<file path="config.mk">
export PLATFORM = sky130hd
export DESIGN_NAME = multicycle_control_flat
export DESIGN_NICKNAME = d
export VERILOG_FILES = /design/src/rtl/multicycle_control_if.sv /design/src/rtl/multicycle_control.sv /design/src/flat_wrapper.sv
export SDC_FILE = /design/constraint.sdc
export NUM_CORES = 1
export LEC_CHECK = 0
export ABC_AREA = 1
export CAP_MARGIN = 10
export CORE_ASPECT_RATIO = 0.6
export CORE_MARGIN = 2
export CORE_UTILIZATION = 35
export DETAILED_ROUTE_END_ITERATION = 7
export PLACE_DENSITY = 0.64
export SLEW_MARGIN = 20
export SYNTH_ARGS = -nofsm -noshare
export SYNTH_HDL_FRONTEND = slang
export SYNTH_SLANG_ARGS = --single-unit
export TNS_END_PERCENT = 20
</file>
<file path="constraint.sdc">
create_clock -name clk -period 1.9 [get_ports clk]
set_clock_uncertainty 0.1 [all_clocks]
set_input_delay 0.19 -clock clk [delete_from_list [all_inputs] [get_ports clk]]
set_output_delay 0.19 -clock clk [all_outputs]
set_load 0.01 [all_outputs]
</file>
<file path="src/rtl/multicycle_control_if.sv">
`default_nettype none
// ============================================================================
// multicycle_control_if : control/status bundle between LEGv8 FSM and datapath
// Rev 1.0
// ============================================================================
interface multicycle_control_if;
    logic [10:0] opcode;
    logic        zero;
    logic        mem_ready;
    logic        pc_write;
    logic        pc_write_cond;
    logic [1:0]  pc_source;
    logic        ir_write;
    logic        i_or_d;
    logic        mem_read;
    logic        mem_write;
    logic        mem_to_reg;
    logic        reg_write;
    logic        reg2loc;
    logic        alu_src_a;
    logic [1:0]  alu_src_b;
    logic [2:0]  alu_op;
    logic        instr_done;
    logic        fault;

    modport master (
        input  opcode, zero, mem_ready,
        output pc_write, pc_write_cond, pc_source, ir_write, i_or_d,
               mem_read, mem_write, mem_to_reg, reg_write, reg2loc,
               alu_src_a, alu_src_b, alu_op, instr_done, fault
    );

    modport slave (
        output opcode, zero, mem_ready,
        input  pc_write, pc_write_cond, pc_source, ir_write, i_or_d,
               mem_read, mem_write, mem_to_reg, reg_write, reg2loc,
               alu_src_a, alu_src_b, alu_op, instr_done, fault
    );
endinterface
`default_nettype wire

</file>
<file path="src/rtl/multicycle_control.sv">
`default_nettype none
// ============================================================================
// multicycle_control : Moore FSM sequencing a multi-cycle LEGv8 datapath
// Rev 1.0
// ============================================================================
module multicycle_control #(
    parameter int MEM_TIMEOUT = 15
) (
    input  wire                  clk,
    input  wire                  rst,
    multicycle_control_if.master ctrl
);

    localparam logic [10:0] OP_LDUR = 11'b11111000010;
    localparam logic [10:0] OP_STUR = 11'b11111000000;
    localparam logic [10:0] OP_ADD  = 11'b10001011000;
    localparam logic [10:0] OP_SUB  = 11'b11001011000;
    localparam logic [10:0] OP_AND  = 11'b10001010000;
    localparam logic [10:0] OP_ORR  = 11'b10101010000;
    localparam logic [10:0] OP_CBZ  = 11'b10110100???;
    localparam logic [10:0] OP_B    = 11'b000101?????;

    // Value the wait counter holds on the last permitted waiting cycle.
    localparam logic [7:0]  WAIT_LAST = 8'(MEM_TIMEOUT - 1);

    typedef enum logic [3:0] {
        S_IDLE     = 4'd0,
        S_FETCH    = 4'd1,
        S_DECODE   = 4'd2,
        S_MEM_ADDR = 4'd3,
        S_MEM_RD   = 4'd4,
        S_MEM_WB   = 4'd5,
        S_MEM_WR   = 4'd6,
        S_EXEC_R   = 4'd7,
        S_R_WB     = 4'd8,
        S_BRANCH   = 4'd9,
        S_JUMP     = 4'd10,
        S_FAULT    = 4'd11
    } state_t;

    typedef struct packed {
        logic       pc_write;
        logic       pc_write_cond;
        logic [1:0] pc_source;
        logic       i_or_d;
        logic       mem_read;
        logic       mem_write;
        logic       mem_to_reg;
        logic       reg_write;
        logic       reg2loc;
        logic       alu_src_a;
        logic [1:0] alu_src_b;
        logic [2:0] alu_op;
        logic       instr_done;
        logic       fault;
        logic       fetch_strb;
        logic       wr_strb;
    } ctrl_t;

    state_t     state_q, state_d;
    logic [7:0] wait_cnt_q, wait_cnt_d;
    ctrl_t      out_q;
    logic       in_wait;

    function automatic ctrl_t decode_outputs(input state_t s);
        ctrl_t c;
        c = '0;
        case (s)
            S_FETCH: begin
                c.mem_read   = 1'b1;
                c.alu_src_b  = 2'b01;
                c.fetch_strb = 1'b1;
            end
            S_DECODE: c.alu_src_b = 2'b11;
            S_MEM_ADDR: begin
                c.alu_src_a = 1'b1;
                c.alu_src_b = 2'b10;
            end
            S_MEM_RD: begin
                c.mem_read = 1'b1;
                c.i_or_d   = 1'b1;
            end
            S_MEM_WB: begin
                c.reg_write  = 1'b1;
                c.mem_to_reg = 1'b1;
                c.instr_done = 1'b1;
            end
            S_MEM_WR: begin
                c.mem_write = 1'b1;
                c.i_or_d    = 1'b1;
                c.reg2loc   = 1'b1;
                c.wr_strb   = 1'b1;
            end
            S_EXEC_R: begin
                c.alu_src_a = 1'b1;
                c.alu_op    = 3'b010;
            end
            S_R_WB: begin
                c.reg_write  = 1'b1;
                c.instr_done = 1'b1;
            end
            S_BRANCH: begin
                c.reg2loc       = 1'b1;
                c.alu_op        = 3'b011;
                c.pc_write_cond = 1'b1;
                c.pc_source     = 2'b01;
                c.instr_done    = 1'b1;
            end
            S_JUMP: begin
                c.pc_write   = 1'b1;
                c.pc_source  = 2'b10;
                c.instr_done = 1'b1;
            end
            S_FAULT: c.fault = 1'b1;
            default: c = '0;
        endcase
        return c;
    endfunction

    assign in_wait = (state_q == S_FETCH) || (state_q == S_MEM_RD) || (state_q == S_MEM_WR);

    // A wait state gives up only when the last permitted cycle also lacks mem_ready.
    always_comb begin
        state_d = state_q;
        unique case (state_q)
            S_IDLE: state_d = S_FETCH;
            S_FETCH: begin
                if (ctrl.mem_ready)              state_d = S_DECODE;
                else if (wait_cnt_q == WAIT_LAST) state_d = S_FAULT;
            end
            S_DECODE: begin
                unique casez (ctrl.opcode)
                    OP_LDUR, OP_STUR:                 state_d = S_MEM_ADDR;
                    OP_ADD, OP_SUB, OP_AND, OP_ORR:   state_d = S_EXEC_R;
                    OP_CBZ:                           state_d = S_BRANCH;
                    OP_B:                             state_d = S_JUMP;
                    default:                          state_d = S_FAULT;
                endcase
            end
            S_MEM_ADDR: state_d = (ctrl.opcode == OP_STUR) ? S_MEM_WR : S_MEM_RD;
            S_MEM_RD: begin
                if (ctrl.mem_ready)              state_d = S_MEM_WB;
                else if (wait_cnt_q == WAIT_LAST) state_d = S_FAULT;
            end
            S_MEM_WR: begin
                if (ctrl.mem_ready)              state_d = S_FETCH;
                else if (wait_cnt_q == WAIT_LAST) state_d = S_FAULT;
            end
            S_MEM_WB, S_R_WB, S_BRANCH, S_JUMP: state_d = S_FETCH;
            S_EXEC_R: state_d = S_R_WB;
            S_FAULT:  state_d = S_FAULT;
            default:  state_d = S_FAULT;
        endcase
    end

    always_comb begin
        wait_cnt_d = wait_cnt_q;
        if (state_d != state_q)
            wait_cnt_d = '0;
        else if (in_wait && !ctrl.mem_ready)
            wait_cnt_d = wait_cnt_q + 8'd1;
    end

    always_ff @(posedge clk or posedge rst) begin
        if (rst) begin
            state_q    <= S_IDLE;
            wait_cnt_q <= '0;
            out_q      <= '0;
        end else begin
            state_q    <= state_d;
            wait_cnt_q <= wait_cnt_d;
            out_q      <= decode_outputs(state_d);
        end
    end

    // PC/IR load and store completion fire only in the cycle memory acknowledges.
    assign ctrl.pc_write      = out_q.pc_write | (out_q.fetch_strb & ctrl.mem_ready);
    assign ctrl.ir_write      = out_q.fetch_strb & ctrl.mem_ready;
    assign ctrl.instr_done    = out_q.instr_done | (out_q.wr_strb & ctrl.mem_ready);
    assign ctrl.pc_write_cond = out_q.pc_write_cond;
    assign ctrl.pc_source     = out_q.pc_source;
    assign ctrl.i_or_d        = out_q.i_or_d;
    assign ctrl.mem_read      = out_q.mem_read;
    assign ctrl.mem_write     = out_q.mem_write;
    assign ctrl.mem_to_reg    = out_q.mem_to_reg;
    assign ctrl.reg_write     = out_q.reg_write;
    assign ctrl.reg2loc       = out_q.reg2loc;
    assign ctrl.alu_src_a     = out_q.alu_src_a;
    assign ctrl.alu_src_b     = out_q.alu_src_b;
    assign ctrl.alu_op        = out_q.alu_op;
    assign ctrl.fault         = out_q.fault;

endmodule
`default_nettype wire

</file>
<file path="src/flat_wrapper.sv">
// flat-port wrapper written by rule: the top's interface ports become plain ports
module multicycle_control_flat 
#(
    parameter int MEM_TIMEOUT = 15
)
  (clk, rst, ctrl_opcode, ctrl_zero, ctrl_mem_ready, ctrl_pc_write, ctrl_pc_write_cond, ctrl_pc_source, ctrl_ir_write, ctrl_i_or_d, ctrl_mem_read, ctrl_mem_write, ctrl_mem_to_reg, ctrl_reg_write, ctrl_reg2loc, ctrl_alu_src_a, ctrl_alu_src_b, ctrl_alu_op, ctrl_instr_done, ctrl_fault);
  multicycle_control_if ctrl_i ();
  input  wire clk;
  input  wire rst;
  input wire logic [$bits(ctrl_i.opcode)-1:0] ctrl_opcode;
  input wire logic [$bits(ctrl_i.zero)-1:0] ctrl_zero;
  input wire logic [$bits(ctrl_i.mem_ready)-1:0] ctrl_mem_ready;
  output wire logic [$bits(ctrl_i.pc_write)-1:0] ctrl_pc_write;
  output wire logic [$bits(ctrl_i.pc_write_cond)-1:0] ctrl_pc_write_cond;
  output wire logic [$bits(ctrl_i.pc_source)-1:0] ctrl_pc_source;
  output wire logic [$bits(ctrl_i.ir_write)-1:0] ctrl_ir_write;
  output wire logic [$bits(ctrl_i.i_or_d)-1:0] ctrl_i_or_d;
  output wire logic [$bits(ctrl_i.mem_read)-1:0] ctrl_mem_read;
  output wire logic [$bits(ctrl_i.mem_write)-1:0] ctrl_mem_write;
  output wire logic [$bits(ctrl_i.mem_to_reg)-1:0] ctrl_mem_to_reg;
  output wire logic [$bits(ctrl_i.reg_write)-1:0] ctrl_reg_write;
  output wire logic [$bits(ctrl_i.reg2loc)-1:0] ctrl_reg2loc;
  output wire logic [$bits(ctrl_i.alu_src_a)-1:0] ctrl_alu_src_a;
  output wire logic [$bits(ctrl_i.alu_src_b)-1:0] ctrl_alu_src_b;
  output wire logic [$bits(ctrl_i.alu_op)-1:0] ctrl_alu_op;
  output wire logic [$bits(ctrl_i.instr_done)-1:0] ctrl_instr_done;
  output wire logic [$bits(ctrl_i.fault)-1:0] ctrl_fault;
  assign ctrl_i.opcode = ctrl_opcode;
  assign ctrl_i.zero = ctrl_zero;
  assign ctrl_i.mem_ready = ctrl_mem_ready;
  assign ctrl_pc_write = ctrl_i.pc_write;
  assign ctrl_pc_write_cond = ctrl_i.pc_write_cond;
  assign ctrl_pc_source = ctrl_i.pc_source;
  assign ctrl_ir_write = ctrl_i.ir_write;
  assign ctrl_i_or_d = ctrl_i.i_or_d;
  assign ctrl_mem_read = ctrl_i.mem_read;
  assign ctrl_mem_write = ctrl_i.mem_write;
  assign ctrl_mem_to_reg = ctrl_i.mem_to_reg;
  assign ctrl_reg_write = ctrl_i.reg_write;
  assign ctrl_reg2loc = ctrl_i.reg2loc;
  assign ctrl_alu_src_a = ctrl_i.alu_src_a;
  assign ctrl_alu_src_b = ctrl_i.alu_src_b;
  assign ctrl_alu_op = ctrl_i.alu_op;
  assign ctrl_instr_done = ctrl_i.instr_done;
  assign ctrl_fault = ctrl_i.fault;
  multicycle_control #(.MEM_TIMEOUT(MEM_TIMEOUT)) u_core (.clk(clk), .rst(rst), .ctrl(ctrl_i));
endmodule
</file>
# --- Word level (Yosys, flattened, before mapping) ---
# Cells that the tools add are included.
# W data, S select, Z words.
word_totals:
  reg_bits: 30
  output_inout_bits: 19
classes:
  n_mux: 24
  bitwise_logic: 4
  n_reduce_logical: 15
  eq_ne: 31
  addsub: 1
op_table:
  columns: ["cell", "n"]
  rows:
  - ["$eq A11 B11 Y1 const B", 6]
  - ["$eq A4 B3 Y1 const B", 8]
  - ["$eq A4 B4 Y1 const B", 7]
  - ["$pmux W4 S7", 1]
  - ["$eq A4 B2 Y1 const B", 4]
  - ["$mux W4", 4]
  - ["$mux W8", 2]
  - ["$pmux W4 S4", 1]
  - ["$mux W1", 12]
  - ["$reduce_or A2 Y1", 6]
  - ["$add A8 B1 Y8 const B", 1]
  - ["$eq A4 B1 Y1 const B", 2]
  - ["$eq A8 B4 Y1 const B", 1]
  - ["$eq A8 B8 Y1 const B", 1]
  - ["$pmux W2 S2", 2]
  - ["$reduce_or A4 Y1", 2]
  - ["$eq A6 B3 Y1 const B", 1]
  - ["$pmux W2 S3", 1]
  - ["$reduce_or A5 Y1", 1]
  - ["$logic_not A4 Y1", 1]
  - ["$ne A4 B4 Y1", 1]
  - ["$and A1 B1 Y1", 2]
  - ["$logic_or A1 B1 Y1", 2]
  - ["$mux W2", 1]
  - ["4 further kinds", 5]

# --- Longest topological paths before layout ---
# Gate-level depths: netlist (run 1).
depth:
  ltp_word: 7
  depth_mapped: 12
  depth_no_buf: 12

# --- Worst setup path before layout (run 1) ---
# No wires, ideal clock.
synth_timing:
  path_type: "register to register"
  from: "reg u_core.wait_cnt_q[0]"
  to: "reg u_core.wait_cnt_q[0]"
  required_ps: 1728
  stages_incl_launch_ff: 13
  path_buffers: 0
  t_arrival_ps: 1453
  setup_slack_ps: 275
  path_cell_list: "dfrtp_1 > inv_1 > ha_1 > nand3_1 > o21ai_0 > nand2_1 > nand2_2 > nand2_1 > nand2_1 > inv_1 > nor2_2 > nand2_2 > nor2_1"
synth_via:
  elab_chain_len: 6
  elab_cells_between_ends: 11
synth_rtl:
  columns: ["element", "line", "rtl"]
  rows:
  - ["from (decl)", "multicycle_control.sv:61", "logic [7:0] wait_cnt_q, wait_cnt_d;"]
  - ["from (signal assigned)", "multicycle_control.sv:171", "wait_cnt_q <= wait_cnt_d;"]
  - ["$eq A8 B4 Y1", "multicycle_control.sv:129, multicycle_control.sv:143, multicycle_control.sv:147", null]
  - ["$mux W4", "multicycle_control.sv:129, multicycle_control.sv:143, multicycle_control.sv:147", null]
  - ["$mux W4, on equally long branches", "multicycle_control.sv:146, multicycle_control.sv:128, multicycle_control.sv:142", null]
  - ["$pmux W4 S7", "multicycle_control.sv:125", "unique case (state_q)"]
  - ["$ne A4 B4 Y1", "multicycle_control.sv:158", "if (state_d != state_q)"]
  - ["$mux W8 or $reduce_bool A2 Y1 (tied branches)", null, null]
# Parallel ways exist; a longest one is shown, timed or not. The select of a mux whose other input is x is not followed.
# A chain may end at the register's enable or synchronous reset.

# --- Final worst setup path (run 1) ---
layout_timing:
  from: "in ctrl_mem_ready"
  to: "out ctrl_pc_write"
layout_via:
  elab_chain_len: 2
layout_rtl:
  columns: ["element", "line", "rtl"]
  rows:
  - ["from (decl)", "flat_wrapper.sv:12", "input wire logic [$bits(ctrl_i.mem_ready)-1:0] ctrl_mem_ready;"]
  - ["$and A1 B1 Y1", "multicycle_control.sv:177", "assign ctrl.pc_write = out_q.pc_write | (out_q.fetch_strb & ctrl.mem_ready);"]
  - ["$or A1 B1 Y1", "multicycle_control.sv:177", null]
  - ["to (decl)", "flat_wrapper.sv:13", "output wire logic [$bits(ctrl_i.pc_write)-1:0] ctrl_pc_write;"]
# Every way passes these cells.

==> results.json, run 1 <==
{
  "status": "completed",
  "grt_pass1_wl_mm": 5.78,
  "ios": 34,
  "power.leakage_nw": 1.03,
  "drtIter0Drc": 70,
  "cts_max_path_buffers": 2,
  "path_max_fanout": 5,
  "yosysWarnings": 0,
  "die_h_um": 55.3,
  "syn_avg_cell_area_um2": 7.69,
  "cp-start-kind": "input pin",
  "post-route-min-period_ns": 1.83,
  "grt_use_total_pct": 14.8,
  "end_kind": "output port",
  "top_register": "u_core.wait_cnt_q",
  "clock-sinks": 27,
  "hold_class": "in -> async",
  "ys_seq_elements": 27,
  "grt_max_degree": 28,
  "crit_chain": "clkdlybuf4s50_1 > nand2_1 > inv_1 > or2_2 > clkdlybuf4s50_1",
  "syn_nets": 217,
  "first_pass_iters": 4,
  "drv_cap": 0,
  "ys_seq_area_share_pct": 43.9,
  "setup_viol": 0,
  "final.period_utilization_pct": 96.5,
  "peakVddDrop_mv": 0.674,
  "drc_errors": 0,
  "core_mm2": 0.00417,
  "htreeDepth": 1,
  "rrSetupSlack_ns": 0.08,
  "worstPathArrival_ns": 1.54,
  "syn_area_mm2": 0.00154,
  "path_class": "in -> out",
  "grt_overflow": 0,
  "fin_setup_tns_ns": 0,
  "cts_tree": "done",
  "antenna_found_initial": 0,
  "die_w_um": 89.6,
  "area_delta_synth_final_pct": 36.1,
  "layout-drive-gt1-share_pct": 21.6,
  "synth_cell_type_count": 27,
  "p_per_area_mw_per_mm2": 1400,
  "clkSlewWorstSetupHoldPaths_ns": 0.09,
  "rows": 18,
  "num_vias": 1331,
  "syn_inst": 200,
  "cts_hold_buf": 0,
  "max_freq_ghz": 0.545,
  "total_power_mw": 2.93,
  "top_regs": "u_core.wait_cnt_q (8), u_core.out_q (4), u_core.state_q (4)",
  "crit_required_ns": 1.61,
  "gp_congestion": 0.893,
  "grt_pass1_vias": 1279,
  "dieArea_mm2": 0.00496,
  "largest_reg_flops": 8,
  "r2r_end": "u_core.wait_cnt_q[7]",
  "cts_root_buf": "clkbuf_8",
  "crit_top_cell": "clkdlybuf4s50_1",
  "detail_route.wl_per_cell_um": 11.1,
  "hold_slack_ns": 0.165,
  "ff2ff_path_depth": 12,
  "portBuffers": 31,
  "start_util_pct": 36.9,
  "antenna_left": 0,
  "numCtsBuffers": 3,
  "finalHoldViolations": 0,
  "hpwl_mm": 2.64,
  "clk_latency_ns": 0.27,
  "viasPerCell": 4.36,
  "drt-total-wl_mm": 3.39,
  "num-nets-final": 263,
  "n_antenna_cell": 0,
  "slowest_stage": "clkdlybuf4s50_1",
  "reg2reg_from": "u_core.wait_cnt_q[0]",
  "slew_viol_final": 0,
  "slowest_delay_ns": 0.48
}
==> cell usage in the layout, fill, tap and decap left out, types with 2 or more instances in the layout <==
cell and instances:
a21oi_1 3, a21oi_2 3, buf_4 17, clkbuf_8 3, clkdlybuf4s50_1 31, dfrtp_1 23, dfrtp_2 4, ha_1 2
inv_1 27, inv_2 3, nand2_1 33, nand2_2 7, nand2_4 2, nand3_1 12, nand3_2 4, nand4_1 7
nor2_1 36, nor2_2 3, o21ai_0 4, o21ai_1 2, o21ai_2 2, xnor2_1 2, xor2_1 5
==> cells by family after synthesis <==
kind of cell / count (synthesis) / synth area share (%)
simple gates: 109 / 32.5
buf+inv: 37 / 10.7
flops: 27 / 43.9
compound gates: 17 / 7.00
xor+xnor: 7 / 3.99
fa+ha+maj: 2 / 1.63
other cells: 1 / 0.244
==> stage by stage <==
stage                     instance area, um2  setup slack [ns]  utilization (%)  std cells
after detailed placement                1990           -0.0731             47.8        300
after global routing                    2090           -0.0837             50.2        305
after global placement                  1990           -0.0848             47.8        300
final                                   2090            0.0658             50.2        305
after floorplan                         1540             0.275                -        200
after CTS                               2040            0.0413             48.9        304
==> critical path, delay by kind of cell <==
kind	cells	cell delay (ns)
and+or+nand+nor	2	0.35
buffers and inverters	3	1.00
==> worst max path at each step <==
| stage | slack (ns) | startpoint | to |
|---|---|---|---|
| floorplan | 0.27 | u_core.wait_cnt_q[0] | u_core.wait_cnt_q[0] |
| global placement | -0.08 | ctrl_opcode[10] | u_core.ctrl.reg_write |
| detailed placement | -0.07 | ctrl_opcode[10] | u_core.wait_cnt_q[6] |
| CTS | 0.04 | u_core.wait_cnt_q[0] | u_core.wait_cnt_q[7] |
| global route | -0.08 | u_core.wait_cnt_q[0] | u_core.wait_cnt_q[2] |
| finish | 0.07 | ctrl_mem_ready | ctrl_pc_write |
==> power breakdown <==
group	leakage [nW]	internal, mW	switching [mW]
Combinational	0.648	0.752	0.988
Sequential	0.358	0.750	0.117
Clock	0.0217	0.149	0.179
==> routing by layer <==
layer | GRT usage, % | share of wire (%) | vias to the layer above
met5 | 0 | 0 | -
met4 | 2.56 | 0.56 | 0
met3 | 4.48 | 6.0 | 4
met2 | 19.9 | 40 | 26
met1 | 23.4 | 53 | 592
li1 | - | - | 709
==> Yosys cell counts (all sizes together) <==
| library cell | count | share of area [%] |
|---|---|---|
| or2 | 1 | 0.41 |
| o21ai | 8 | 2.8 |
| nand4 | 7 | 2.8 |
| o21bai | 1 | 0.49 |
| inv | 30 | 7.3 |
| buf | 7 | 3.4 |
| xnor2 | 2 | 1.1 |
| dfrtp | 27 | 44 |
| ha | 2 | 1.6 |
| nand3 | 16 | 5.9 |
| o31ai | 1 | 0.49 |
| nor2 | 40 | 10 |
| a21o | 1 | 0.49 |
| nand2 | 42 | 12 |
| conb | 1 | 0.24 |
| xor2 | 5 | 2.8 |
| nor3 | 3 | 1.7 |
| a21oi | 6 | 2.7 |
==> area by class of cell <==
| class | count | area [um2] |
|---|---|---|
| repair buffers | 48 | 438 |
| inverters | 30 | 113 |
| clock inverters | 1 | 7.51 |
| clock buffers | 3 | 41.3 |
| multi-input cells | 136 | 738 |
| well taps | 60 | 75.1 |
| flip-flops and latches | 27 | 681 |
| fillers | 407 | 2070 |
==> repair_timing <==
action	4_1_cts	5_1_grt
hold endpoints to repair	0	0
pin swaps	0	3
gates resized for setup	1	18
setup endpoints to repair	8	21
buffers inserted	0	1
(Power assumes the default switching activity.)
==> run 2, diff against run 1 <==
- CORE_MARGIN: 2 -> default
==> results.json, run 2 (same netlist as run 1, synthesis figures left out) <==
{
  "hpwl_mm": 2.75,
  "dieArea_mm2": 0.00467,
  "cp-start-kind": "register",
  "fin_setup_tns_ns": 0,
  "slowest_stage": "clkdlybuf4s50_1",
  "path_buf_inv": 2,
  "dpl.cell_count": 296,
  "final.period_utilization_pct": 93.3,
  "num_vias": 1373,
  "largest_reg_flops": 8,
  "rows": 18,
  "post-route-min-period_ns": 1.77,
  "die_h_um": 53.3,
  "status": "completed",
  "gp_congestion": 0.915,
  "slew_viol_final": 0,
  "hold_class": "in -> async",
  "finalHoldViolations": 0,
  "top_register": "u_core.wait_cnt_q",
  "num-nets-final": 261,
  "numCtsBuffers": 3,
  "layout_commonest_cell": "nor2_1",
  "grt_overflow": 0,
  "path_class": "reg -> out",
  "drtIter0Drc": 66,
  "detail_route.wl_per_cell_um": 11.2,
  "power.leakage_nw": 1.03,
  "top_regs": "u_core.wait_cnt_q (8), u_core.out_q (4), u_core.state_q (4)",
  "setup_viol": 0,
  "grt_pass1_wl_mm": 5.83,
  "p_per_area_mw_per_mm2": 1410,
  "cts_max_path_buffers": 2,
  "core_mm2": 0.00417,
  "viasPerCell": 4.53,
  "die_w_um": 87.6,
  "crit_required_ns": 1.61,
  "crit_chain": "nand2_1 > inv_1 > or2_2 > clkdlybuf4s50_1",
  "end_kind": "output port",
  "antenna_left": 0,
  "clk_latency_ns": 0.27,
  "drc_errors": 0,
  "cts_tree": "done",
  "antenna_found_initial": 0,
  "clock-sinks": 27,
  "slowest_delay_ns": 0.48,
  "layout-drive-gt1-share_pct": 21.0,
  "max_freq_ghz": 0.564,
  "worstPathArrival_ns": 1.48,
  "grt_pass1_vias": 1274,
  "path_max_fanout": 2,
  "peakVddDrop_mv": 0.681,
  "first_pass_iters": 4,
  "n_antenna_cell": 0,
  "ios": 34,
  "drt-total-wl_mm": 3.41,
  "area_delta_synth_final_pct": 35.3,
  "drv_cap": 0,
  "clkSlewWorstSetupHoldPaths_ns": 0.10,
  "rsz0062_at_grt": "yes",
  "cts_hold_buf": 0,
  "grt_max_degree": 28,
  "portBuffers": 31,
  "grt_use_total_pct": 16.6,
  "critPathTopFamily": "buffers and inverters",
  "cts_root_buf": "clkbuf_8",
  "htreeDepth": 1,
  "final_cell_mix": "36 x nor2_1, 33 x nand2_1, 30 x clkdlybuf4s50_1",
  "start_util_pct": 36.9,
  "stdcell_count": 303
}
run 2: cell types whose count changed in the layout (fill, tap and decap cells not counted), sizes merged:
cell           change
clkdlybuf4s50      -1
clkinvlp           -1
buf                -2
dlymetal6s2s       +1
inv                +1
run 2: stage by stage:
step | hold WS, ns | util, % | total power, mW | area, um2 | setup slack, ns
CTS | 0.165 | 48.3 | 2.84 | 2010 | 0.00234
global route | 0.222 | 49.9 | 3.19 | 2080 | -0.0162
finish | 0.160 | 49.9 | 2.93 | 2080 | 0.127
global placement | 0.440 | 47.1 | 2.46 | 1960 | -0.0705
detailed placement | 0.458 | 47.1 | 2.48 | 1960 | -0.0617
floorplan | 0.143 | - | 1.88 | 1540 | 0.275
run 2: what timing repair did:
item / in CTS / in global routing
resized for setup: 0 / 21
endpoints found under the setup margin: 0 / 20
buffers inserted: 0 / 3
run 2: layout make-up:
type                    count  area [um2]
clock buffers               3        41.3
clock inverters             1        8.76
fillers                   399        2090
inverters                  30         113
multi-input cells         136         738
flip-flops and latches     27         679
well taps                  60        75.1
repair buffers             46         425
run 2: routing by layer:
layer  wire [um]  global-route usage [%]  vias to the layer above
met4           0                    1.64                        0
li1            -                       -                      701
met5           0                       0                        -
met1        1810                    24.5                      644
met3         183                    3.74                        0
met2        1410                    25.5                       28
run 2: final timing paths:
path | start | endpoint | slack, ns | depth (start not counted)
worst max-delay path | u_core.out_q[1] | ctrl_pc_write | 0.13 | 4
worst min-delay path | rst | u_core.ctrl.mem_to_reg | 0.16 | 3
worst max register to register | u_core.state_q[3] | u_core.wait_cnt_q[7] | 0.15 | 10
worst min register to register | u_core.wait_cnt_q[7] | u_core.wait_cnt_q[7] | 0.48 | 2
max in group asynchronous | rst | u_core.state_q[0] | 1.28 | 3
min in group clk | u_core.wait_cnt_q[7] | u_core.wait_cnt_q[7] | 0.48 | 2
run 2: report_power, final:
part | leakage [nW] | switching (mW) | internal, mW
Combinational | 0.641 | 0.978 | 0.748
Sequential | 0.360 | 0.115 | 0.749
Clock | 0.0261 | 0.183 | 0.154
run 2: worst register-to-register path, cell delays in order, from the launching register on:
cell,delay (ns)
dfrtp_1,0.44
inv_2,0.11
buf_4,0.12
nand3_2,0.12
nand2_2,0.12
nand2_4,0.05
buf_4,0.15
inv_1,0.10
nand4_1,0.11
xor2_1,0.16
nor2_1,0.10
==> run 3, diff against run 2 <==
- CTS_CLUSTER_DIAMETER: default -> 50
==> results of run 3 <==
Final layout, timing and power as in run 2 (identical DEF).
